==> config.mk <==
export PLATFORM = sky130hd
export DESIGN_NAME = cnt_mod_prescaled
export DESIGN_NICKNAME = d
export VERILOG_FILES = /design/src/rtl/cnt_mod_prescaled.sv
export SDC_FILE = /design/constraint.sdc
export NUM_CORES = 1
export LEC_CHECK = 0
export CAP_MARGIN = 20
export CORE_ASPECT_RATIO = 0.7
export CORE_MARGIN = 5
export CORE_UTILIZATION = 45
export DETAILED_ROUTE_END_ITERATION = 7
export PLACE_DENSITY_LB_ADDON = 0.12
export SYNTH_ARGS = -nofsm -noshare
export SYNTH_HDL_FRONTEND = slang
export SYNTH_SLANG_ARGS = --single-unit
==> constraint.sdc <==
create_clock -name in_clk -period 2.5 [get_ports in_clk]
set_input_delay 0.375 -clock in_clk [delete_from_list [all_inputs] [get_ports in_clk]]
set_output_delay 0.375 -clock in_clk [all_outputs]
set_load 0.01 [all_outputs]
==> src/rtl/cnt_mod_prescaled.sv <==
// cnt_mod_prescaled: prescaled modulo-MODULUS up/down counter with registered tick/carry pulses.
// Latency: one in_clk edge from inputs to q/tick/carry; tick and carry coincide with the new q.
// Backpressure: none; en gates progress, and rst and load take precedence over en.
//
// Ports:
//   in_clk    clock; all state changes on its rising edge
//   rst       synchronous active-high reset (ps, q, tick, carry cleared)
//   en        count enable; prescaler and counter hold while low
//   up_dn     direction, 1 = up, 0 = down; only the value at the step edge matters
//   load      synchronous load of load_val (clamped to MODULUS-1); no pulse is produced
//   load_val  value written on load
//   q         current count, always within 0..MODULUS-1
//   tick      one-cycle pulse on every counter step
//   carry     one-cycle pulse on wrap (up MODULUS-1 -> 0, down 0 -> MODULUS-1)
// Optional build macro CNT_MOD_BCD_EN adds registered bcd_tens/bcd_ones that track q.
module cnt_mod_prescaled #(
  parameter int PRESCALE = 600,
  parameter int PS_WIDTH = 10,
  parameter int MODULUS  = 60,
  parameter int WIDTH    = 7
) (
  input  logic             in_clk,
  input  logic             rst,
  input  logic             en,
  input  logic             up_dn,
  input  logic             load,
  input  logic [WIDTH-1:0] load_val,
  output logic [WIDTH-1:0] q,
  output logic             tick,
  output logic             carry
`ifdef CNT_MOD_BCD_EN
  ,
  output logic [3:0]       bcd_tens,
  output logic [3:0]       bcd_ones
`endif
);

  localparam logic [PS_WIDTH-1:0] PS_LAST = PS_WIDTH'(PRESCALE - 1);
  localparam logic [WIDTH-1:0]    Q_MAX   = WIDTH'(MODULUS - 1);

  logic [PS_WIDTH-1:0] ps;
  logic                step;
  logic                wrap;
  logic [WIDTH-1:0]    load_clamped;

  // With PRESCALE=1 PS_LAST is 0, so ps never moves and every enabled cycle is a step.
  assign step         = en && (ps == PS_LAST);
  assign wrap         = up_dn ? (q == Q_MAX) : (q == '0);
  assign load_clamped = (load_val > Q_MAX) ? Q_MAX : load_val;

  always_ff @(posedge in_clk) begin
    if (rst) begin
      ps    <= '0;
      q     <= '0;
      tick  <= 1'b0;
      carry <= 1'b0;
    end else if (load) begin
      ps    <= '0;
      q     <= load_clamped;
      tick  <= 1'b0;
      carry <= 1'b0;
    end else begin
      tick  <= step;
      carry <= step && wrap;
      if (en) begin
        ps <= step ? '0 : ps + PS_WIDTH'(1);
      end
      if (step) begin
        if (wrap) begin
          q <= up_dn ? '0 : Q_MAX;
        end else begin
          q <= up_dn ? q + WIDTH'(1) : q - WIDTH'(1);
        end
      end
    end
  end

`ifdef CNT_MOD_BCD_EN
  localparam logic [3:0] MAX_TENS = 4'((MODULUS - 1) / 10);
  localparam logic [3:0] MAX_ONES = 4'((MODULUS - 1) % 10);

  // Binary-to-BCD for the load path only: a repeated-subtract ladder, at most nine
  // stages since q never exceeds 99. Steps use the digit counters below instead.
  function automatic logic [7:0] to_bcd(input logic [WIDTH-1:0] v);
    int         r;
    logic [3:0] t;
    r = int'(v);
    t = 4'd0;
    for (int i = 0; i < 9; i++) begin
      if (r >= 10) begin
        r = r - 10;
        t = t + 4'd1;
      end
    end
    return {t, 4'(r)};
  endfunction

  logic [7:0] load_bcd;
  assign load_bcd = to_bcd(load_clamped);

  always_ff @(posedge in_clk) begin
    if (rst) begin
      bcd_tens <= 4'd0;
      bcd_ones <= 4'd0;
    end else if (load) begin
      bcd_tens <= load_bcd[7:4];
      bcd_ones <= load_bcd[3:0];
    end else if (step) begin
      if (up_dn) begin
        if (wrap) begin
          bcd_tens <= 4'd0;
          bcd_ones <= 4'd0;
        end else if (bcd_ones == 4'd9) begin
          bcd_tens <= bcd_tens + 4'd1;
          bcd_ones <= 4'd0;
        end else begin
          bcd_ones <= bcd_ones + 4'd1;
        end
      end else begin
        if (wrap) begin
          bcd_tens <= MAX_TENS;
          bcd_ones <= MAX_ONES;
        end else if (bcd_ones == 4'd0) begin
          bcd_tens <= bcd_tens - 4'd1;
          bcd_ones <= 4'd9;
        end else begin
          bcd_ones <= bcd_ones - 4'd1;
        end
      end
    end
  end
`endif

endmodule

==> results by group <==
Run status
  • Status: finished clean

Pwr
  • PD cells: roughly 500 mW/mm²
  • Leakage: 0.583 nW
  • Maximum VDD drop: about 370 µV

Job
  • Max-cap violations: 0

Placement
  • Hpwl dp: around 2100 µm
  • Port Buffer Count: 20
  • Setup Slack @ Placement: roughly 99 ps
  • Placed cells: 190
  • GPL Wtd Cong: between 0.8 and 0.9

Worst setup path
  • Crit Path Category: input port to flop
  • Reg-to-reg setup timing slack: 670 ps
  • Setup crit end kind: flop
  • RR Startpoint: q[0]
  • Worst Path Max Fanout: 5
  • Crit path from: up_dn
  • Critical path required time: around 2700 ps
  • Arrival time worst endpoint: about 2300 ps
  • CP startpoint kind: input port

Yosys
  • Share of the synthesized area in the top cell type: 0.320
  • Most numerous cell in the Yosys netlist: dfxtp_1
  • Cell taking the most area after synthesis: dfxtp_1
  • Post-Synthesis Cells: between 100 and 150
  • Synthesized flop and latch total: 19
  • FFs w/ async S/R, synth: 0
  • Mapped Nets: around 160
  • Post-synth EDFFs: 0
  • Top cells by area, synth: dfxtp_1 (32%), xor2_1 (7.4%), ha_1 (6.3%)
  • Yosys warns: 0
  • Cell Area, Synth: roughly 0.0012 mm²
  • Most common library cells after synthesis: dfxtp_1 (19), nor2_1 (14), nand2_1 (10), xor2_1 (10), a21oi_1 (7)
  • Unique cell type count in the Yosys netlist: 43
  • Syn avg cell area: approximately 8.6 µm²
  • Sequential area share after synthesis: 0.320
  • Synth Flop Type: dfxtp_1

Die
  • IO Count: 21
  • DIE AREA: between 0.003 and 0.004 mm²
  • Starting Density: 0.477
  • Chip width: 71.5 µm
  • Core area: 0.00250 mm²
  • Die height: between 50 and 60 µm
  • Rows: 15

Global route
  • Initial antenna violation count: 0
  • Largest net degree at the start of global routing: 11
  • First-pass GRT wire length: approximately 4500 µm
  • Vias in the first global route: around 1,000
  • Grt ovf: 0
  • All-layer global routing usage: 0.151

Timing
  • Unrepaired setup endpoints after global routing: false
  • Worst Hold Margin: approximately 520 ps
  • Worst Tran Pin Value: 519 ps
  • Crit path time final: ~2100 ps
  • Fin crit share: 0.855
  • Fmax: 468 MHz
  • # setup viols final: 0
  • Slew headroom: 0.652
  • Setup TNS: 0 ps
  • Final max-slew violation count: 0
  • Max Clock Skew: 0.542 ps
  • Fin. Hold Viols: 0
  • Post-route worst setup slack: 362 ps

Drt
  • Final wirelength: 2670 µm
  • Drt initial violations: 69
  • Final ANT Viol Nets: 0
  • Vias post-DR: 1,085
  • Drt drc: 0
  • Vias per cell: 5.59
  • Wirelength per Cell: around 14 µm
  • DR pass1 iterations: 4

Clock network
  • H-tree depth: 1
  • Reg clk slew, reported paths: ~70 ps
  • Clock root cell: clkbuf_8
  • CTS max path bufs: 2
  • Clock Sinks: 19
  • TritonCTS clock tree: done
  • Worst-Skew Late Latency: between 200 and 300 ps
  • Post_cts resized: 0
  • Hold_buf cts: 0
  • CTS Buf Count: 3
  • Postcts setup bufs: 0

Final layout
  • Ant diodes: 0
  • Area Growth Syn to Fin: 22.6%
  • Non-Filler Instances: between 150 and 200
  • Post-layout util: 0.584
  • Layout cell share with drive strength beyond 1: 0.0750
  • Layout Nets: 180

Hold path
  • Worst hold path type: flop to flop
  • Hold_sp: ps[9]
[stage by stage]
step	power, mW	cell area [µm²]
after floorplan	0.452	1190
after global placement	0.520	1410
after detailed placement	0.525	1410
after CTS	0.739	1460
after global routing	0.773	1460
final	0.732	1460
[power breakdown]
group	switching [mW]	internal, mW
combinational	0.0934	0.0929
clock	0.0984	0.113
sequential	0.0198	0.315
[cell type report]
| type | count | area, µm² |
|---|---|---|
| timing repair buffer | 22 | 215 |
| tap | 34 | 42.5 |
| inverter | 5 | 18.8 |
| sequential | 19 | 380 |
| fill | 242 | 1040 |
| clock buffer | 4 | 45.0 |
| multi-input combinational | 110 | 757 |
[registers in the layout (all words and copies together) (netlist names)]
register and flops:
carry 1, ps 10, tick 1, q 7
[worst max-delay path, cell delays in order]
cell,delay [ps]
clkdlybuf4s50_1,470
inv_1,110
fa_1,490
a21o_1,180
a21oi_1,170
xor2_1,170
o21ai_1,80
a32o_1,250
[final timing paths]
path,end,cells after the start
setup reg to reg,q[4],6
hold reg to reg,ps[9],2
setup / recovery,q[4],8
hold / removal,ps[9],2
[cells in the final DEF, fill, tap and decap left out, drive strengths merged, types with 2 or more instances in the layout]
cell type / synthesis / layout
a32o: 2 / 2
nand4: 4 / 4
nand3: 3 / 3
nor3: 2 / 2
a21oi: 7 / 7
a211oi: 3 / 3
nor2: 14 / 14
xor2: 10 / 10
clkbuf: 0 / 4
a21o: 3 / 3
a31oi: 4 / 4
nor3b: 3 / 3
nand2: 11 / 11
nor4b: 3 / 3
inv: 5 / 5
o21ai: 7 / 7
ha: 6 / 6
xnor2: 2 / 2
nand2b: 3 / 3
or2b: 2 / 2
nor4: 2 / 2
and3: 6 / 6
dfxtp: 19 / 19
clkdlybuf4s50: 0 / 20
buf: 5 / 2
nand4b: 2 / 2
[kinds of logic after synthesis]
group | count (synthesis) | share of synthesized area
simple gates | 60 | 0.291
flops | 19 | 0.320
buf+inv | 10 | 0.0442
fa+ha+maj | 7 | 0.0799
compound gates | 30 | 0.168
mux | 1 | 0.00841
xor+xnor | 12 | 0.0883
[layer usage]
metal,vias to the layer above,GRT usage,part of all wire,wire length (µm)
li1,550,-,-,-
met1,493,0.218,0.52,1390
met2,40,0.229,0.40,1070
met3,2,0.0398,0.074,197
met4,0,0.0219,0.0045,12
met5,-,0,0,0
No activity file was read; power rests on OpenSTA's default activity.
